**src/rtl/bfp_block_norm_if.sv**
```systemverilog
// Stream bus for the block floating-point normaliser: sample input side and
// normalised sample output side with the block exponent.
interface bfp_block_norm_if #(
  parameter int WIDTH     = 23,
  parameter int BLOCK_LEN = 16
);
  localparam int IDX_W = $clog2(WIDTH);

  logic             in_valid;
  logic             in_ready;
  logic [WIDTH-1:0] in_data;
  logic             out_valid;
  logic             out_ready;
  logic [WIDTH-1:0] out_data;
  logic [IDX_W-1:0] out_shift;
  logic             out_last;

  // Producer/consumer side (testbench or surrounding logic)
  modport master (
    output in_valid, in_data, out_ready,
    input  in_ready, out_valid, out_data, out_shift, out_last
  );

  // Normaliser side
  modport slave (
    input  in_valid, in_data, out_ready,
    output in_ready, out_valid, out_data, out_shift, out_last
  );
endinterface

```
**src/rtl/bfp_block_norm.sv**
```systemverilog
// Block floating-point normaliser: buffers BLOCK_LEN samples, finds the largest
// magnitude index, then replays the block left-shifted by a common exponent.
module bfp_block_norm #(
  parameter int WIDTH     = 23,
  parameter int BLOCK_LEN = 16
) (
  input logic            clk,
  input logic            reset,
  bfp_block_norm_if.slave bus
);
  localparam int IDX_W = $clog2(WIDTH);
  localparam int CNT_W = $clog2(BLOCK_LEN);
  localparam logic [CNT_W-1:0] LAST   = CNT_W'(BLOCK_LEN - 1);
  localparam logic [IDX_W-1:0] MAX_SH = IDX_W'(WIDTH - 2);

  typedef enum logic {FILL, DRAIN} state_t;

  state_t           state_q, state_d;
  logic [CNT_W-1:0] wr_cnt_q, wr_cnt_d, rd_cnt_q, rd_cnt_d;
  logic [IDX_W-1:0] m_q, m_d, shift_q, shift_d;
  logic             rdy_en_q;
  logic [WIDTH-1:0] buf_q [BLOCK_LEN];

  logic             in_fire;
  logic [IDX_W-1:0] in_idx, m_new;
  logic             in_ready, out_valid, out_last;
  logic [WIDTH-1:0] out_data;
  logic [IDX_W-1:0] out_shift;

  // Magnitude index: folding negative values onto their one's complement makes
  // "highest 0" of a negative sample the same search as "highest 1".
  function automatic logic [IDX_W-1:0] idx_f(input logic [WIDTH-1:0] x);
    logic [WIDTH-1:0] y;
    idx_f = '0;
    y = x ^ {WIDTH{x[WIDTH-1]}};
    for (int i = 0; i < WIDTH - 1; i++)
      if (y[i]) idx_f = IDX_W'(i);
  endfunction

  assign in_idx = idx_f(bus.in_data);
  assign m_new  = (in_idx > m_q) ? in_idx : m_q;

  // Next-state and output decode; outputs default to zero outside DRAIN
  always_comb begin
    state_d   = state_q;
    wr_cnt_d  = wr_cnt_q;
    rd_cnt_d  = rd_cnt_q;
    m_d       = m_q;
    shift_d   = shift_q;
    in_ready  = 1'b0;
    in_fire   = 1'b0;
    out_valid = 1'b0;
    out_last  = 1'b0;
    out_shift = '0;
    out_data  = '0;
    case (state_q)
      FILL: begin
        // rdy_en_q keeps in_ready low through reset and until the first edge after
        in_ready = rdy_en_q;
        in_fire  = bus.in_valid && rdy_en_q;
        if (in_fire) begin
          if (wr_cnt_q == LAST) begin
            wr_cnt_d = '0;
            m_d      = '0;
            shift_d  = MAX_SH - m_new;
            state_d  = DRAIN;
          end else begin
            wr_cnt_d = wr_cnt_q + CNT_W'(1);
            m_d      = m_new;
          end
        end
      end
      DRAIN: begin
        out_valid = 1'b1;
        out_shift = shift_q;
        out_last  = (rd_cnt_q == LAST);
        // Shift never overflows: shift was chosen from the block's largest index
        out_data  = buf_q[rd_cnt_q] << shift_q;
        if (bus.out_ready) begin
          if (out_last) begin
            rd_cnt_d = '0;
            state_d  = FILL;
          end else begin
            rd_cnt_d = rd_cnt_q + CNT_W'(1);
          end
        end
      end
      default: state_d = FILL;
    endcase
  end

  assign bus.in_ready  = in_ready;
  assign bus.out_valid = out_valid;
  assign bus.out_last  = out_last;
  assign bus.out_shift = out_shift;
  assign bus.out_data  = out_data;

  // Control state registers
  always_ff @(posedge clk or posedge reset) begin
    if (reset) begin
      state_q  <= FILL;
      wr_cnt_q <= '0;
      rd_cnt_q <= '0;
      m_q      <= '0;
      shift_q  <= '0;
      rdy_en_q <= 1'b0;
    end else begin
      state_q  <= state_d;
      wr_cnt_q <= wr_cnt_d;
      rd_cnt_q <= rd_cnt_d;
      m_q      <= m_d;
      shift_q  <= shift_d;
      rdy_en_q <= 1'b1;
    end
  end

  // Sample buffer; contents are don't-care until written, so no reset
  always_ff @(posedge clk) begin
    if (in_fire) buf_q[wr_cnt_q] <= bus.in_data;
  end
endmodule

```
**src/flat_wrapper.sv**
```systemverilog
// flat-port wrapper written by rule: the top's interface ports become plain ports
module bfp_block_norm_flat 
#(
  parameter int WIDTH     = 23,
  parameter int BLOCK_LEN = 16
)
  (clk, reset, bus_in_valid, bus_in_data, bus_out_ready, bus_in_ready, bus_out_valid, bus_out_data, bus_out_shift, bus_out_last);
  bfp_block_norm_if #(.WIDTH(WIDTH), .BLOCK_LEN(BLOCK_LEN)) bus_i ();
  input logic clk;
  input logic reset;
  input wire logic [$bits(bus_i.in_valid)-1:0] bus_in_valid;
  input wire logic [$bits(bus_i.in_data)-1:0] bus_in_data;
  input wire logic [$bits(bus_i.out_ready)-1:0] bus_out_ready;
  output wire logic [$bits(bus_i.in_ready)-1:0] bus_in_ready;
  output wire logic [$bits(bus_i.out_valid)-1:0] bus_out_valid;
  output wire logic [$bits(bus_i.out_data)-1:0] bus_out_data;
  output wire logic [$bits(bus_i.out_shift)-1:0] bus_out_shift;
  output wire logic [$bits(bus_i.out_last)-1:0] bus_out_last;
  assign bus_i.in_valid = bus_in_valid;
  assign bus_i.in_data = bus_in_data;
  assign bus_i.out_ready = bus_out_ready;
  assign bus_in_ready = bus_i.in_ready;
  assign bus_out_valid = bus_i.out_valid;
  assign bus_out_data = bus_i.out_data;
  assign bus_out_shift = bus_i.out_shift;
  assign bus_out_last = bus_i.out_last;
  bfp_block_norm #(.WIDTH(WIDTH), .BLOCK_LEN(BLOCK_LEN)) u_core (.clk(clk), .reset(reset), .bus(bus_i));
endmodule
```
**config.mk**
```make
export PLATFORM = sky130hd
export DESIGN_NAME = bfp_block_norm_flat
export DESIGN_NICKNAME = d
export VERILOG_FILES = /design/src/rtl/bfp_block_norm_if.sv /design/src/rtl/bfp_block_norm.sv /design/src/flat_wrapper.sv
export SDC_FILE = /design/constraint.sdc
export NUM_CORES = 1
export LEC_CHECK = 0
export ABC_AREA = 0
export BUFFER_PORTS_ARGS = -buffer_cell sky130_fd_sc_hd__clkbuf_2
export CAP_MARGIN = 20
export CORE_ASPECT_RATIO = 1.1
export CORE_MARGIN = 3
export CORE_UTILIZATION = 55
export CTS_CLUSTER_DIAMETER = 200
export DETAILED_ROUTE_END_ITERATION = 16
export PLACE_DENSITY = 0.7
export RECOVER_POWER = 25
export SLEW_MARGIN = 10
export SYNTH_ARGS = -nofsm -noshare
export SYNTH_HDL_FRONTEND = slang
export SYNTH_SLANG_ARGS = --single-unit
```
**constraint.sdc**
```tcl
create_clock -name clk -period 4.4 [get_ports clk]
set_input_delay 0.22 -clock clk [delete_from_list [all_inputs] [get_ports clk]]
set_output_delay 0.22 -clock clk [all_outputs]
set_load 0.01 [all_outputs]
```
== Word level (Yosys, flattened, before mapping) ==
Memories as Yosys holds them, arrays and structs flattened.
Cells that the tools add are included.
Cells by class
  eq/ne operators: 2
  bitwise operators: 2
  add/sub/neg operators: 3
  magnitude comparators: 1
  shift operators: 1
  reductions and logical operators: 4
  muxes and demuxes: 38
Operators by type and width (number)
  $mux W5: 9
  $mux W4: 10
  $mux W23: 1
  $shl A23 B5 Y23: 1
  $xor A22 B22 Y22: 1
  $mux W3: 4
  $mux W1: 11
  $add A4 B1 Y4 const B: 2
  $eq A4 B4 Y1 const B: 2
  $gt A5 B5 Y1: 1
  $sub A5 B5 Y5 const A: 1
  $mux W2: 2
  $reduce_and A2 Y1: 2
  $reduce_and A3 Y1: 1
  $pmux W1 S2: 1
  $logic_and A1 B1 Y1: 1
  $not A1 Y1: 1
Word-level totals
  flip-flop bits (word level): 20
  memories: 1
  output and inout bits: 31
  RAM bits: 368
  input bits: 27
Memories
  u_core.buf_q: depth 16, bits a word 23, read ports 1, clocked after memory_dff 0, wr ports 1, line bfp_block_norm.sv:22  | logic [WIDTH-1:0] buf_q [BLOCK_LEN];

== Depth between registers and ports, before layout ==
Gate-level depths: netlist of run 1.
  depth after elaboration: 25
  depth in mapped cells: 23
  mapped depth without buffers: 22

== Worst setup path after synthesis of run 1 ==
Ideal clock, no wire load.
  path type: input port to flip-flop
  start point: input port bus_in_data[22]
  end point: register u_core.shift_q[3]
  required time: 4.317 ns
  buffers on the path: 4
  setup slack: 0.857 ns
  data arrival time: 3.460 ns
  cell stages on the path: 20
  library setup time: 0.083 ns
  path through: clkbuf_1 > clkbuf_1 > buf_1 > xnor2_1 > o21ai_0 > a21oi_1 > nand3_1 > o21ai_0 > o2111ai_1 > inv_1 > ha_1 > and4_1 > a22oi_1 > clkbuf_1 > nor2_1 > a21oi_1 > inv_1 > ha_1 > xor2_1 > o21ai_0
On the way
  cells in the longest elaborated chain, start to end: 25
Ends and longest elaborated chain
  from (decl): line flat_wrapper.sv:12  | input wire logic [$bits(bus_i.in_data)-1:0] bus_in_data;
  $xor A22 B22 Y22 *: line bfp_block_norm.sv:35  | y = x ^ {WIDTH{x[WIDTH-1]}};
  $mux W1: line bfp_block_norm.sv:37  | if (y[i]) idx_f = IDX_W'(i);
  $mux W2 (2 in a row): line bfp_block_norm.sv:37
  $mux W3 (4 in a row): line bfp_block_norm.sv:37
  $mux W4 (8 in a row): line bfp_block_norm.sv:37
  $mux W5 (5 in a row): line bfp_block_norm.sv:37
  $mux W5 *: line bfp_block_norm.sv:37
  $gt A5 B5 Y1: line bfp_block_norm.sv:41  | assign m_new = (in_idx > m_q) ? in_idx : m_q;
  $mux W5 *: line bfp_block_norm.sv:41
  $sub A5 B5 Y5 *: line bfp_block_norm.sv:65  | shift_d = MAX_SH - m_new;
  to (signal assigned): line bfp_block_norm.sv:112  | shift_q <= shift_d;
  to (decl): line bfp_block_norm.sv:20  | logic [IDX_W-1:0] m_q, m_d, shift_q, shift_d;
Every way passes the cells marked *; elsewhere a longest branch is shown, timed or not.
A chain may end at the register's enable or synchronous reset.

== Worst setup path after layout of run 1 ==
  start point: register u_core.rd_cnt_q[1]
  end point: output port bus_out_data[21]
On the way
  cells in the longest elaborated chain, start to end: 3
Ends and longest elaborated chain
  from (decl): line bfp_block_norm.sv:19  | logic [CNT_W-1:0] wr_cnt_q, wr_cnt_d, rd_cnt_q, rd_cnt_d;
  from (signal assigned): line bfp_block_norm.sv:110  | rd_cnt_q <= rd_cnt_d;
  $mem_v2 Z16 W23
  $shl A23 B5 Y23: line bfp_block_norm.sv:78  | out_data = buf_q[rd_cnt_q] << shift_q;
  $mux W23: line bfp_block_norm.sv:56  | case (state_q)
  to (decl): line flat_wrapper.sv:16  | output wire logic [$bits(bus_i.out_data)-1:0] bus_out_data;
Every way passes these cells.

==> results of run 1 <==
==> cells in the final DEF, fill, tap and decap left out, types with 13 or more instances in the layout <==
cell type  synthesis  routed
clkbuf_1          22      26
o21ai_0           22      22
o21ai_1           17      17
nand3_1           15      15
mux2i_1           24      24
mux4_2           117     117
and2_1            16      16
edfxtp_1         368     368
buf_4              1      30
nor2_1            43      32
mux2_2            14      14
nand2_1           63      63
dfrtp_1           20      17
a21oi_1           13      13
clkbuf_16          0      40
inv_1             18      18
clkbuf_2           0      43
==> path summary, 6_finish.rpt <==
kind	startpoint	end	cells past startpoint
max	u_core.rd_cnt_q[1]$_DFFE_PP0P_	bus_out_data[21]	11
min in group asynchronous	reset	u_core.shift_q[0]$_DFFE_PP0P_	3
min reg2reg	u_core.m_q[0]$_DFFE_PP0P_	u_core.m_q[0]$_DFFE_PP0P_	1
max in group asynchronous	reset	u_core.rd_cnt_q[0]$_DFFE_PP0P_	3
min	bus_in_valid	u_core.wr_cnt_q[3]$_DFFE_PP0P_	3
max reg2reg	u_core.state_q$_DFF_PP0_	u_core.buf_q[7][2]$_DFFE_PP_	5
==> logic make-up after synthesis <==
logic type,synth area share (%)
flip-flops,69.8
AND/OR/NAND/NOR,5.01
multiplexers,18.3
AO/OA/AOI/OAI,3.53
buffers and inverters,2.06
adder cells (fa/ha/maj),0.832
XOR/XNOR,0.423
other,0.0227
==> final cells by class <==
cell class	count	area share (%)
Antenna cell	1	0.0134
Clock buffer	50	5.58
Clock inverter	17	0.632
Inverter	18	0.363
Multi-Input combinational cell	449	25.4
Sequential cell	388	62.1
Tap cell	368	2.47
Timing Repair Buffer	97	3.48
==> worst max-delay path, delay by kind of cell (launching register included) <==
kind / cells / cell delay (ns)
muxes: 3 / 1.14
DFF: 1 / 0.91
AOI/OAI and AO/OA: 4 / 0.59
buffers and inverters: 2 / 0.39
and+or+nand+nor: 2 / 0.24
==> power breakdown <==
part / leakage, uW / switching, uW / internal (uW)
logic: 0.00188 / 1410 / 1370
clock network: 0.000563 / 1310 / 1720
registers: 0.00357 / 227 / 4260
==> sequential cells by signal, summed over array words and instances, names as in the netlist <==
name and cells:
u_core.shift_q 5, u_core.wr_cnt_q 4, u_core.m_q 5, u_core.buf_q 368, u_core.rdy_en_q 1, u_core.state_q 1, u_core.rd_cnt_q 4
==> metrics by stage <==
step	hold slack [ns]	worst slack (ns)	area (um^2)	util, %
floorplan	0.184	0.857	16500	-
global placement	0.365	0.541	17400	59.7
detailed placement	0.377	0.454	17400	59.7
CTS	0.00538	0.0484	18600	63.7
global route	0.0347	0.0318	18600	63.8
finish	0.0110	0.318	18600	63.8
==> layer usage <==
layer	share of wire, %	global-route usage [%]	vias to the layer above
met1	42	34.6	4413
met3	6.7	3.33	79
li1	-	-	3832
met5	0	0	-
met4	3.6	7.77	0
met2	47	34.4	341
==> timing repair <==
| item | CTS | global route |
|---|---|---|
| hold buffers | 2 | 0 |
| endpoints found under the hold margin | 22 | 0 |
| buffers inserted | 0 | 3 |
| endpoints found under the setup margin | 0 | 8 |
==> run_results.csv, run 1 <==
group,metric,value,unit
power,total_power,10300,uW
worst_setup_path,endpoint_kind,"output port",
logic_synthesis,yosysUniqueCellTypes,51,
grt,grt_pass1_wl,53900,um
logic_synthesis,ys_ff_latch,388,
worst_setup_path,setup.worst_path.start_class,"flop",
timing,period_share,92.8,%
drt,route.detailed.drc,0,
finish,n_fill_cell,1994,
timing,setup_tns,0,ns
timing,rsz0062_at_grt,"no",
logic_synthesis,synth_top_area_cell,"edfxtp_1",
flow_run,maxCapViolCount,0,
power,peakVddDrop,0.263,mV
worst_setup_path,path_max_fanout,47,
grt,grt_pass1_vias,8478,
drt,drt_iter0_markers,827,
logic_synthesis,yosys_warnings,0,
floorplanning,fp.dieH,188,um
worst_setup_path,regToRegSetupSlack,1.52,ns
placed_design,gp_congestion,0.823,
timing,setup-violations-final,0,
logic_synthesis,synth_edf_count,368,
worst_setup_path,critPathSlowestCell,"dfrtp_4",
logic_synthesis,yosys-top-cells-area,"edfxtp_1 (67%), mux4_2 (16%), dfrtp_1 (3.0%)",
floorplanning,rows,65,
clock_network,htree_levels,2,
grt,grt_max_degree,48,
timing,finClkSkew,0.0182,ns
timing,clock.fmax,245,MHz
logic_synthesis,yosysSeqAreaShare,69.8,%
clock_network,cts-root-buf,"clkbuf_16",
drt,vias_per_cell,6.24,
drt,via_count,8665,
grt,globalRouteOverflowTotal,0,
floorplanning,core,0.0292,mm^2
finish,stdcell_count,1388,
finish,layout-drive-gt1-share,27.4,%
floorplanning,start_util,56.7,%
clock_network,tritoncts,"done",
worst_hold_path,hp-class,"in2reg",
logic_synthesis,syn_area_per_cell,18.2,um^2
worst_setup_path,cp_data_required_time,4.18,ns
logic_synthesis,synth-main-ff-cell,"edfxtp_1",
run_status,status,"finished clean",
clock_network,cts_buffers,39,
worst_setup_path,path_cells,"buf_12 > mux4_2 > mux4_2 > mux2_2 > o21ai_1 > o22a_1 > nand2_1 > o21ai_1 > o22ai_1 > and2_1 > clkbuf_2",
clock_network,ctsResizeCount,0,
timing,slew_headroom,27.0,%
drt,ant_nets,0,
floorplanning,fp.dieW,171,um
drt,first_pass_iters,5,
power,power.density,553,mW/mm^2
clock_network,clockBufferDepth,3,
timing,finalCriticalPeriod,4.08,ns
drt,wl_per_cell,25.8,um
logic_synthesis,synth.most_common_cell,"edfxtp_1",
timing,finalMaxSlewViolations,0,
placed_design,io_buffers,57,
clock_network,clock_sinks,388,
finish,seq_area,0.0116,mm^2
logic_synthesis,ys_async_sr_fraction,5.15,%
logic_synthesis,synth.top_cell.area_share,66.8,%
logic_synthesis,netlist_area,0.0165,mm^2
logic_synthesis,ys_top_cells_by_count,"edfxtp_1 (368), mux4_2 (117), nand2_1 (63)",
floorplanning,pin_count,58,
finish,multiInputGateArea,0.00472,mm^2
worst_setup_path,crit_arrival,3.86,ns
worst_setup_path,slowest_delay,0.91,ns
placed_design,dp.cells,1315,
worst_setup_path,worst-setup-path-type,"reg2out",
placed_design,dpl.hpwl,20700,um
grt,antenna_found_initial,1,
finish,nets,1031,
clock_network,clkSlewWorstSetupHoldPaths,0.06,ns
logic_synthesis,syn_inst,909,
grt,grtUsageTotal,22.7,%
power,p_leak,0.00602,uW
logic_synthesis,synth_nets,947,
finish,synthToLayoutAreaGrowth,12.5,%
timing,hold_viol,0,
clock_network,worstSkewPairLatency,0.54,ns
timing,worst_pin_slew,1.09,ns
drt,routed_wl,35700,um
floorplanning,die-area,0.0322,mm^2
Power figures use the tool's default switching activity.
==> run 2: changes to the inputs <==
ABC_AREA = 1   (was 0)
CORE_UTILIZATION = 40   (was 55)
PLACE_DENSITY = 0.53   (was 0.7)
==> run_results.csv, run 2 <==
group,metric,value,unit
placed_design,io_buffers,57,
logic_synthesis,synth.most_common_cell,"edfxtp_1",
grt,grt_max_degree,139,
clock_network,ctsResizeCount,0,
worst_setup_path,crit_arrival,3.68,ns
worst_setup_path,r2r_end,"u_core.buf_q[8][18]$_DFFE_PP_",
grt,globalRouteOverflowTotal,0,
finish,synthToLayoutAreaGrowth,12.3,%
placed_design,dpl.hpwl,27000,um
drt,ant_nets,0,
floorplanning,core,0.0415,mm^2
clock_network,tritoncts,"done",
timing,setup_tns,0,ns
timing,finalCriticalPeriod,3.90,ns
logic_synthesis,synth_nets,1482,
timing,finClkSkew,0.0106,ns
power,total_power,12800,uW
worst_setup_path,timing.rr.start,"u_core.state_q$_DFF_PP0_",
timing,slew_headroom,24.3,%
finish,reg.largest.list,"u_core.buf_q: 368 flops, u_core.m_q: 5 flops, u_core.shift_q: 5 flops",
drt,met1Wirelength,20100,um
placed_design,pre_cts_slack,0.829,ns
worst_setup_path,cp_top_family,"buffers and inverters",
run_status,status,"finished clean",
worst_setup_path,slowest_delay,0.60,ns
clock_network,clkSlewWorstSetupHoldPaths,0.06,ns
worst_hold_path,whs_path_depth,4,
timing,period_share,88.7,%
clock_network,clock_sinks,388,
clock_network,worstSkewPairLatency,0.54,ns
logic_synthesis,syn_inst,1444,
worst_setup_path,path_cells,"inv_6 > buf_12 > o21ai_0 > o22ai_1 > o211ai_1 > and3_1 > mux2i_1 > nand2_1 > o21ai_1 > nand2_1 > nand3_1 > nand3_1 > o21ai_1 > clkbuf_2",
drt,routed_wl,47000,um
worst_setup_path,critPathBufInv,3,
grt,grt_pass1_wl,70800,um
finish,final_common_cell,"edfxtp_1",
worst_setup_path,startpoint,"u_core.rd_cnt_q[0]$_DFFE_PP0P_",
floorplanning,fp.dieW,202,um
drt,via_count,11316,
grt,grt_pass1_vias,11080,
grt,grtUsageTotal,20.9,%
clock_network,clockBufferDepth,3,
drt,wl_per_cell,22.7,um
drt,met3_length,2020,um
logic_synthesis,yosysUniqueCellTypes,47,
logic_synthesis,synth_edf_count,368,
logic_synthesis,syn_area_per_cell,11.7,um^2
logic_synthesis,synth_top_area_cell,"edfxtp_1",
worst_hold_path,min_to,"u_core.m_q[0]$_DFFE_PP0P_",
worst_setup_path,critPathSlowestCell,"dfrtp_4",
worst_setup_path,worst-setup-path-type,"reg2out",
floorplanning,rows,78,
floorplanning,start_util,40.8,%
flow_run,maxCapViolCount,0,
logic_synthesis,yosys_warnings,0,
finish,layout-drive-gt1-share,10.9,%
clock_network,holdBufCountCts,2,
timing,finalMaxSlewViolations,0,
power,peakVddDrop,0.325,mV
worst_hold_path,min_from,"bus_in_valid",
worst_setup_path,cp_data_required_time,4.18,ns
worst_setup_path,r2r_cells,6,
floorplanning,die-area,0.0448,mm^2
timing,worst_pin_slew,1.13,ns
grt,antenna_found_initial,0,
logic_synthesis,yosys-top-cells-area,"edfxtp_1 (65%), nor2_1 (5.3%), nand2_1 (4.4%)",
finish,nets,1519,
timing,hold_viol,0,
clock_network,cts_buffers,40,
floorplanning,pin_count,58,
worst_setup_path,path_max_fanout,84,
finish,largest-register,"u_core.buf_q",
floorplanning,fp.dieH,222,um
finish,seq_area,0.0116,mm^2
clock_network,cts_setup_buffers,0,
timing,clock.fmax,256,MHz
drt,routed.top_layer,"met4",
drt,route.detailed.drc,0,
finish,largest_reg_flops,368,
drt,drt_iter0_markers,872,
drt,wl_met2,23700,um
logic_synthesis,ys_async_sr_fraction,5.15,%
worst_setup_path,endpoint_kind,"output port",
finish,most-common-layout-cells,"edfxtp_1 (368), nor2_1 (220), nand2_1 (196)",
clock_network,htree_levels,2,
logic_synthesis,ys_ff_latch,388,
finish,multiInputGateArea,0.00470,mm^2
power,p_leak,0.00642,uW
logic_synthesis,yosysSeqAreaShare,68.3,%
logic_synthesis,netlist_area,0.0169,mm^2
drt,vias_per_cell,5.47,
drt,first_pass_iters,5,
timing,rsz0062_at_grt,"no",
worst_setup_path,setup.worst_path.start_class,"flop",
logic_synthesis,synth.top_cell.area_share,65.3,%
placed_design,gp_congestion,0.854,
timing,setup-violations-final,0,
logic_synthesis,synth-main-ff-cell,"edfxtp_1",
finish,n_antenna_cell,0,
worst_setup_path,regToRegSetupSlack,1.55,ns
worst_hold_path,hp-class,"in2reg",
logic_synthesis,ys_top_cells_by_count,"edfxtp_1 (368), nor2_1 (237), nand2_1 (196)",
clock_network,cts-root-buf,"clkbuf_16",
finish,n_fill_cell,3826,
timing,finalWorstSetupSlack,0.499,ns
power,power.density,676,mW/mm^2
-- run 2: cell types whose count changed after synthesis, moves of 28 or more --
cell | previous run | this run
inv_1 | 18 | 49
nor2_1 | 43 | 237
o221ai_1 | 0 | 28
o22ai_1 | 9 | 70
nand2_1 | 63 | 196
o21ai_1 | 17 | 126
mux4_2 | 117 | 0
o21ai_0 | 22 | 115
-- run 2: cells by family (layout without fill, tap and decap cells) --
kind of cell	count (synthesis)	in the layout	synth area share (%)
compound gates	397	397	13.7
xor+xnor	22	22	1.38
fa+ha+maj	11	11	0.814
buf+inv	146	211	4.65
flops	388	388	68.3
mux	1	1	0.0592
other cells	1	1	0.0222
simple gates	478	478	11.1
-- run 2: report_power, final --
part           total (uW)  leakage (uW)  internal [uW]  switching, uW
Sequential           4470       0.00356           4290            180
Combinational        5090       0.00226           1520           3560
Clock                3290      0.000602           1900           1400
-- run 2: how the worst max path moves through the flow --
stage          cells after the start  slack, ns                              to
2_1_floorplan                      9       1.39  u_core.wr_cnt_q[3]$_DFFE_PP0P_
3_3_place_gp                      24       0.88   u_core.shift_q[3]$_DFFE_PP0P_
3_5_place_dp                      24       0.83   u_core.shift_q[3]$_DFFE_PP0P_
4_1_cts                           14       0.48                bus_out_data[17]
5_1_grt                           14       0.13                bus_out_data[17]
6_report                          14       0.50                bus_out_data[17]
-- run 2: worst min-delay path: stages --
cell and delay (ns):
clkbuf_2 0.08, nand2_1 0.15, nand2_1 0.10, nand2_1 0.05
-- run 2: area by class of cell --
class / instances / share of cell area [%]
sequential: 388 / 60.9
multi-input combinational: 910 / 24.7
clock buffer: 48 / 5.59
tap: 560 / 3.69
timing repair buffer: 86 / 2.98
inverter: 55 / 1.11
clock inverter: 22 / 1.03
-- run 2: per-layer routing --
metal  track usage, %  vias up
met5                0        -
met4             6.03        0
met3             2.58       89
met2             36.1      299
met1             27.9     5621
li1                 -     5307
-- run 2: through the flow --
stage	instance area (um^2)	utilization, %	std cells	hold WS [ns]
after floorplan	16900	-	1444	0.184
after global placement	17700	42.7	1996	0.445
after detailed placement	17700	42.7	1996	0.447
after CTS	19000	45.8	2068	0.0642
after global routing	19000	45.8	2069	0.123
final	19000	45.8	2069	0.0963
